File: src/rtl/bfp_denormalization.sv
// bfp_denormalization: converts one block-floating-point block (shared
// exponent plus four {sign, mantissa} elements) back into four FP16-style
// words {sign, exponent, fraction}. Elements pass one per cycle through a
// single shared leading-one / shift datapath.
//
// Optional feature macro: BFP_SUBNORMAL_EN
//   defined   -> underflowing elements become subnormals {s, 0, f}
//   undefined -> underflowing elements flush to signed zero
//
// Handshake: a transfer happens on a rising clock edge where valid and ready
// are both high. The producer holds its data stable while valid is high and
// ready is low. in_ready is high only in IDLE (and low during reset and on
// the first edge after reset). out_valid is high only in DONE, and out1..out4
// stay stable until the consumer takes the block with out_ready.
module bfp_denormalization #(
  parameter int input_size    = 16,
  parameter int exponent_size = 5,
  parameter int mantissa_size = 10
) (
  input  logic                     clk,
  input  logic                     rst,
  input  logic                     in_valid,
  output logic                     in_ready,
  input  logic [exponent_size-1:0] exponent,
  input  logic [mantissa_size:0]   in1,
  input  logic [mantissa_size:0]   in2,
  input  logic [mantissa_size:0]   in3,
  input  logic [mantissa_size:0]   in4,
  output logic                     out_valid,
  input  logic                     out_ready,
  output logic [input_size-1:0]    out1,
  output logic [input_size-1:0]    out2,
  output logic [input_size-1:0]    out3,
  output logic [input_size-1:0]    out4,
  output logic [1:0]               dbg_state_o
);

  localparam int EW  = exponent_size;
  localparam int MW  = mantissa_size;
  localparam int SHW = $clog2(MW + 1);
  // Compare width wide enough for both the exponent and the shift amount.
  localparam int CW  = ((EW > SHW) ? EW : SHW) + 1;

  localparam logic [1:0] IDLE = 2'd0;
  localparam logic [1:0] CONV = 2'd1;
  localparam logic [1:0] DONE = 2'd2;

  logic [1:0]            state_q, state_d;
  logic [1:0]            cnt_q, cnt_d;
  logic                  in_ready_q;
  logic [EW-1:0]         exp_q;
  logic [MW:0]           elem_q [4];
  logic [input_size-1:0] out_q  [4];

  logic                  accept;
  logic [MW:0]           elem_sel;
  logic                  s_sel;
  logic [MW-1:0]         m_sel;
  logic [SHW-1:0]        lead_p;
  logic [SHW-1:0]        sh;
  logic [MW-1:0]         frac_norm;
  logic [input_size-1:0] conv_word;
`ifdef BFP_SUBNORMAL_EN
  logic [MW-1:0]         frac_sub;
`endif

  assign accept      = in_valid && in_ready_q;
  assign in_ready    = in_ready_q;
  assign out_valid   = (state_q == DONE);
  assign dbg_state_o = state_q;
  assign out1        = out_q[0];
  assign out2        = out_q[1];
  assign out3        = out_q[2];
  assign out4        = out_q[3];

  // Element currently being converted, selected by the element counter.
  assign elem_sel = elem_q[cnt_q];
  assign s_sel    = elem_sel[MW];
  assign m_sel    = elem_sel[MW-1:0];

  // Leading-one position of the mantissa; ascending scan so the highest set bit wins.
  always_comb begin
    lead_p = '0;
    for (int i = 0; i < MW; i++) begin
      if (m_sel[i]) lead_p = SHW'(i);
    end
  end

  // Shift that moves the leading one into the hidden-bit position (1..MW).
  assign sh        = SHW'(MW) - lead_p;
  assign frac_norm = m_sel << sh;

`ifdef BFP_SUBNORMAL_EN
  // Subnormal fraction: E-1 keeps the value exact for E>=1; E==0 truncates.
  always_comb begin
    frac_sub = '0;
    if (exp_q == '0) frac_sub = m_sel >> 1;
    else             frac_sub = m_sel << (exp_q - 1'b1);
  end
`endif

  // Per-element conversion: signed zero, normal result, or underflow handling.
  always_comb begin
    conv_word = {s_sel, {(input_size-1){1'b0}}};
    if (m_sel == '0) begin
      conv_word = {s_sel, {(input_size-1){1'b0}}};
    end else if (CW'(exp_q) > CW'(sh)) begin
      conv_word = {s_sel, exp_q - EW'(sh), frac_norm};
    end else begin
`ifdef BFP_SUBNORMAL_EN
      conv_word = {s_sel, {EW{1'b0}}, frac_sub};
`else
      conv_word = {s_sel, {(input_size-1){1'b0}}};
`endif
    end
  end

  // Next-state logic for the IDLE -> CONV -> DONE sequence and element counter.
  always_comb begin
    state_d = state_q;
    cnt_d   = cnt_q;
    case (state_q)
      IDLE: begin
        if (accept) begin
          state_d = CONV;
          cnt_d   = 2'd0;
        end
      end
      CONV: begin
        cnt_d = cnt_q + 2'd1;
        if (cnt_q == 2'd3) state_d = DONE;
      end
      DONE: begin
        if (out_ready) state_d = IDLE;
      end
      default: begin
        state_d = IDLE;
        cnt_d   = 2'd0;
      end
    endcase
  end

  // Control registers; in_ready tracks IDLE but is held low through reset.
  always_ff @(posedge clk or posedge rst) begin
    if (rst) begin
      state_q    <= IDLE;
      cnt_q      <= 2'd0;
      in_ready_q <= 1'b0;
    end else begin
      state_q    <= state_d;
      cnt_q      <= cnt_d;
      in_ready_q <= (state_d == IDLE);
    end
  end

  // Input capture on the accepting handshake.
  always_ff @(posedge clk or posedge rst) begin
    if (rst) begin
      exp_q <= '0;
      for (int i = 0; i < 4; i++) elem_q[i] <= '0;
    end else if (accept) begin
      exp_q     <= exponent;
      elem_q[0] <= in1;
      elem_q[1] <= in2;
      elem_q[2] <= in3;
      elem_q[3] <= in4;
    end
  end

  // Output words: one element written per CONV cycle, otherwise held.
  always_ff @(posedge clk or posedge rst) begin
    if (rst) begin
      for (int i = 0; i < 4; i++) out_q[i] <= '0;
    end else if (state_q == CONV) begin
      out_q[cnt_q] <= conv_word;
    end
  end

endmodule
File: config.mk
export PLATFORM = sky130hd
export DESIGN_NAME = bfp_denormalization
export DESIGN_NICKNAME = d
export VERILOG_FILES = /design/src/rtl/bfp_denormalization.sv
export SDC_FILE = /design/constraint.sdc
export NUM_CORES = 1
export LEC_CHECK = 0
export CELL_PAD_IN_SITES_DETAIL_PLACEMENT = 0
export CELL_PAD_IN_SITES_GLOBAL_PLACEMENT = 1
export CORE_MARGIN = 3
export CORE_UTILIZATION = 40
export CTS_CLUSTER_SIZE = 8
export DETAILED_ROUTE_END_ITERATION = 10
export GPL_TIMING_DRIVEN = 0
export HOLD_SLACK_MARGIN = 0.06
export PLACE_DENSITY = 0.91
export SLEW_MARGIN = 20
export SYNTH_ARGS = -nofsm -noshare
export SYNTH_HDL_FRONTEND = slang
export SYNTH_SLANG_ARGS = --single-unit
export TNS_END_PERCENT = 30
File: constraint.sdc
create_clock -name clk -period 6.14 [get_ports clk]
set_input_delay 0.614 -clock clk [delete_from_list [all_inputs] [get_ports clk]]
set_output_delay 0.614 -clock clk [all_outputs]
set_load 0.05 [all_outputs]
# Word-level counts from Yosys, hierarchy flattened
# Index checks and enable logic that the tools add are counted.
# totals
wordCells	54
ff_bits	118
# op_classes
eq_ne	4
n_shift	1
n_lt_le_gt_ge	3
n_mux	23
n_bitwise	2
n_addsub	3
reduce_logical	6
# ops
op	n
bitwise mux 64 bit	1
demux 16 bit (select 2 bit)	1
2-to-1 mux 4 bit	8
2-to-1 mux 15 bit	2
binary-select mux 11 bit (select 2 bit)	1
2-to-1 mux 11 bit	2
2-to-1 mux 16 bit	1
one-hot mux 2 bit (3 select lines)	2
logical NOT 10 bit	1
<< shifter 10 x 4 -> 10 bit	1
2-to-1 mux 2 bit	4
> comparator 5 x 4 -> 1 bit	1
subtractor 5 x 4 -> 5 bit	1
== test 2 bit (second input constant)	2
logical NOT 2 bit	2
subtractor 4 bit (first input constant)	1
greater-or-equal comparator 3 bit (second input constant)	1
< comparator 3 x 1 -> 1 bit (second input constant)	1
NOT 2 -> 3 bit	1
adder 2 x 1 -> 2 bit (second input constant)	1
== test 2 x 1 -> 1 bit (second input constant)	1
logical AND 1 bit	2
inequality test 2 bit (second input constant)	1
AND reduction 2 bit	1
other kinds (2)	2

# Logic depth before layout (Yosys ltp)
# depth
depth_word	18
ltp_mapped	16
ltp_nobuf	14

# Least setup slack after synthesis
# No wires, ideal clock.
# synth_path
path_kind	reg-to-reg
startpoint	register cnt_q[0]
endpoint	register out_q (netlist bit out1[9])
path_stages_with_launch	16
synth_period_minus_slack_ps	4333
arrival_time_ps	4258
slack_ps	1807
cell_sequence	dfrtp_1 buf_6 mux4_2 or2_1 o21ai_2 inv_1 ha_1 ha_1 a21o_1 a21boi_0 a22o_1 a311oi_1 or3b_1 buf_6 a211o_4 o21ai_2
# synth_between
elab_chain_len	18
elab_cells_between_ends	25
# synth_lines
element	line_no	text
start: declaration	49	logic [1:0] cnt_q, cnt_d;
start signal: assignment	151	cnt_q <= cnt_d;
NOT 2 -> 3 bit (not written as such) *	77, 175	
binary-select mux 11 bit (select 2 bit)	77	assign elem_sel = elem_q[cnt_q];
2-to-1 mux 11 bit (not written as such) (2 in a row)	77	
2-to-1 mux 1 bit	85	if (m_sel[i]) lead_p = SHW'(i);
2-to-1 mux 4 bit (8 in a row)	85	
subtractor 4 bit	90	assign sh = SHW'(MW) - lead_p;
> comparator 5 x 4 -> 1 bit / << shifter 10 x 4 -> 10 bit (equally long branches)	107, 91	
2-to-1 mux 15 bit	107	end else if (CW'(exp_q) > CW'(sh)) begin
2-to-1 mux 15 bit	105	if (m_sel == '0) begin
bitwise mux 64 bit *	175	out_q[cnt_q] <= conv_word;
end signal: indexed assignment	175	
end: declaration	53	logic [input_size-1:0] out_q [4];
# Every way passes the cells marked *; elsewhere a longest branch is shown, timed or not. The select of a mux whose other input is x is not followed.
# A chain may end at the register's enable or synchronous reset.

# Worst setup path in the final report
# layout_path
startpoint	register cnt_q[0]
endpoint	register out_q (netlist bit out1[12])
# layout_between
elab_chain_len	18
elab_cells_between_ends	25
# layout_lines
element	line_no
NOT 2 -> 3 bit (not written as such) *	77, 175
binary-select mux 11 bit (select 2 bit)	77
2-to-1 mux 11 bit (not written as such) (2 in a row)	77
2-to-1 mux 1 bit	85
2-to-1 mux 4 bit (8 in a row)	85
subtractor 4 bit	90
subtractor 5 x 4 -> 5 bit / > comparator 5 x 4 -> 1 bit (equally long branches)	108, 107
2-to-1 mux 15 bit	107
2-to-1 mux 15 bit	105
bitwise mux 64 bit *	175
# Marked as above.

==> parameters.txt <==
Parameter                              Value

Timing
  Total negative slack ... 0 ps
  Final setup vio count ... 0
  Number of max-slew violations in the final report ... 0
  Worst-case clock skew ... 6.44 ps
  Worst slew margin relative to its limit ... 54.6%
  Post-layout min period ... 5040 ps
  Final hold viol count ... 0
  Max Freq ... 0.198 GHz
  RSZ-0062 raised after global routing ... false
  Post-route clock period utilization ... 82.1%
  Slew at the pin closest to its max-slew limit ... 681 ps

Worst setup path
  Largest stage delay on the critical path ... 630 ps
  Ordered list of cells on the worst path ... buf_6 -> mux4_2 -> nor2_1 -> a221oi_4 -> o21ai_2 -> inv_1 -> ha_1 -> ha_1 -> a21o_1 -> a21boi_0 -> a22o_1 -> a311oi_1 -> or3b_1 -> buf_6 -> nand2b_1 -> o21ai_1
  Critical setup path kind ... reg2reg
  Critical path launch point type ... flip-flop
  Required time of the critical path ... 6470 ps
  Endpoint class of the critical path ... flip-flop
  Capture instance of the worst register-to-register path ... out1[12]$_DFFE_PP0P_
  Arr. time, crit path ... 5370 ps
  Slowest cell on crit path ... sky130_fd_sc_hd__mux4_2
  R2r setup slk ... 1100 ps
  CP max FO ... 10
  Reg-to-reg startpoint ... cnt_q[0]$_DFFE_PP0P_
  Depth of the worst register-to-register path ... 16

Placed design
  Final GP Congestion ... 0.854
  Count of port buffers added during placement ... 120
  Dpl hpwl ... 10300 um

Synth
  Main synth FF type ... sky130_fd_sc_hd__dfrtp_1
  Synthesized area ... 0.00554 sq mm
  Total number of yosys warnings ... 0
  Cell count after synthesis ... 479
  Mapped Avg Cell Area ... 11.6 sq um
  Library cell occupying the most area in the post-synthesis netlist ... sky130_fd_sc_hd__dfrtp_1
  Share of the synthesized area in the top cell type ... 53.3%
  Post-synthesis net count ... 540
  Post-synth cell types ... 56
  Cell with the most instances after synthesis ... sky130_fd_sc_hd__dfrtp_1
  Top cells by instance count after synthesis ... sky130_fd_sc_hd__dfrtp_1 (118), sky130_fd_sc_hd__nand2_1 (70), sky130_fd_sc_hd__mux2_2 (56), sky130_fd_sc_hd__o21ai_1 (47), sky130_fd_sc_hd__nor2_1 (22)
  Async SR Flop Fraction ... 100%
  #FFs+latches synth ... 118
  Number of flops mapped to enable cells by yosys ... 0
  Sequential share of the synthesized area ... 53.3%
  Top area cells in the synthesized netlist ... sky130_fd_sc_hd__dfrtp_1 (53%), sky130_fd_sc_hd__mux2_2 (11%), sky130_fd_sc_hd__nand2_1 (4.7%), sky130_fd_sc_hd__o21ai_1 (4.2%), sky130_fd_sc_hd__mux4_2 (4.1%)

CTS
  CTS Sinks ... 118
  Hold-fix buffers at CTS ... 0
  Number of buffers inserted during clock tree synthesis ... 17
  Clock slew at the register clock pins of the worst setup and hold paths ... 50 ps
  Buffers inserted by post-CTS timing repair ... 0
  CTS Root Cell ... sky130_fd_sc_hd__clkbuf_16
  CTS tree ... built
  Number of buffers between clock root and the deepest sink ... 2
  Clock latency reported for the late side of the worst-skew pair ... 410 ps
  Count of H-tree levels built during CTS ... 4
  Post-CTS resize count ... 0

Final layout
  Fraction of final layout cells sized beyond drive strength 1 ... 20.1%
  Antenna diode count ... 0
  Layout Area Growth over Synthesis ... 38.0%
  Number of nets in the layout ... 680

Global route
  First-pass GRT wire length ... 21500 um
  Total Routing Usage GR ... 18.5%
  Via count of the first global-routing pass ... 4289
  Maximum number of pins on one net before global-route repair ... 71
  Grt total ovfl ... 0
  Number of antenna violations at the first check in global routing ... 0

Detailed routing
  Routed via count ... 4243
  Final routed wirelength across all metal layers ... 13400 um
  Count of TritonRoute iterations in the first routing pass ... 5
  Final antenna-violating net count ... 0
  DRC viols ... 0
  Routed wire per std cell ... 16.6 um
  Iteration-0 DRC count of the detailed router ... 204
  Number of vias per cell ... 5.25

Floorplan
  # rows ... 42
  Effective utilization at floorplan ... 41.3%
  Floorplan die height ... 124 um
  Io pins ... 121
  Horizontal die dimension ... 124 um
  Area inside the core boundary ... 0.0134 sq mm
  Area of the die ... 0.0153 sq mm

Status
  Status ... completed

Min path
  Worst hold path cell count ... 2
  End point of the most critical hold path ... out2[10]$_DFFE_PP0P_
  Start point of the worst hold path ... out2[10]$_DFFE_PP0P_
  Hold Crit Class ... reg2reg

Job
  Number of maximum-capacitance constraint violations ... 0
==> layout make-up <==
type                    instances  area [sq um]
inverters                      12          50.0
repair buffers                121          1230
plain buffers                  24           109
flip-flops and latches        118          2950
fillers                      1120          5760
clock buffers                  25           536
clock inverters                 7           113
multi-input cells             325          2430
well taps                     176           220
==> cells by family (layout without fill, tap and decap cells) <==
logic type	count (synthesis)	count (layout)	synth area share [%]
muxes	72	72	16.9
AOI/OAI and AO/OA	102	102	12.2
xor gates and xnor gates	4	4	0.633
adders and majority gates	11	11	2.53
and+or+nand+nor	136	136	11.7
buffers and inverters	36	189	2.78
DFF	118	118	53.3
==> worst max path at each step <==
stage | startpoint | to | slack [ps] | depth (start not counted)
6_report | cnt_q[0]$_DFFE_PP0P_ | out1[12]$_DFFE_PP0P_ | 1100 | 16
5_1_grt | cnt_q[0]$_DFFE_PP0P_ | out3[12]$_DFFE_PP0P_ | 820 | 16
4_1_cts | cnt_q[0]$_DFFE_PP0P_ | out2[9]$_DFFE_PP0P_ | 1090 | 16
3_5_place_dp | cnt_q[0]$_DFFE_PP0P_ | out2[9]$_DFFE_PP0P_ | 1120 | 16
3_3_place_gp | rst | elem_q[43]$_DFFE_PP0P_ | 1040 | 2
2_1_floorplan | cnt_q[0]$_DFFE_PP0P_ | out1[9]$_DFFE_PP0P_ | 1810 | 15
==> per-stage QoR <==
stage,worst slack [ps],instances,instance area (sq um),hold WS [ps],util [%]
final,1100,808,7640,487,57.0
after global routing,816,808,7640,503,57.0
after CTS,1090,808,7640,487,57.0
after detailed placement,1120,776,6990,475,52.2
after global placement,1040,775,6960,470,51.9
after floorplan,1810,479,5540,470,-
==> state kept, by name, summed over array words and instances (netlist names) <==
signal       count
cnt_q            2
dbg_state_o      2
elem_q          44
exp_q            5
in_ready         1
out1            16
out2            16
out3            16
out4            16
==> placed cells by master, fill, tap and decap left out, drive strengths merged, types with 8 or more instances in the layout <==
| cell type | instances |
|---|---|
| nor2 | 22 |
| buf | 11 |
| inv | 12 |
| nand3 | 8 |
| dfrtp | 118 |
| clkbuf | 39 |
| o31ai | 8 |
| clkdlybuf4s50 | 120 |
| o21ai | 63 |
| mux2 | 57 |
| mux4 | 11 |
| nand2 | 71 |
==> layer usage <==
metal / up-vias / GRT usage, % / wire length (um) / part of all wire [%]
met4: 0 / 6.71 / 233 / 1.7
met3: 19 / 4.68 / 890 / 6.6
met5: - / 0 / 0 / 0
met1: 2078 / 23.7 / 5770 / 43
met2: 160 / 30.6 / 6530 / 49
li1: 1986 / - / - / -
==> worst max-delay path, delay by kind of cell (launching register included) <==
kind / cells / cell delay (ps)
adders and majority gates: 2 / 790
muxes: 1 / 630
DFF: 1 / 470
buffers and inverters: 3 / 530
AOI/OAI and AO/OA: 7 / 1630
and+or+nand+nor: 3 / 890
Power is left out: the tool's default activity adds up to more than one toggle a clock period on the data nets, which glitch-free logic cannot reach.
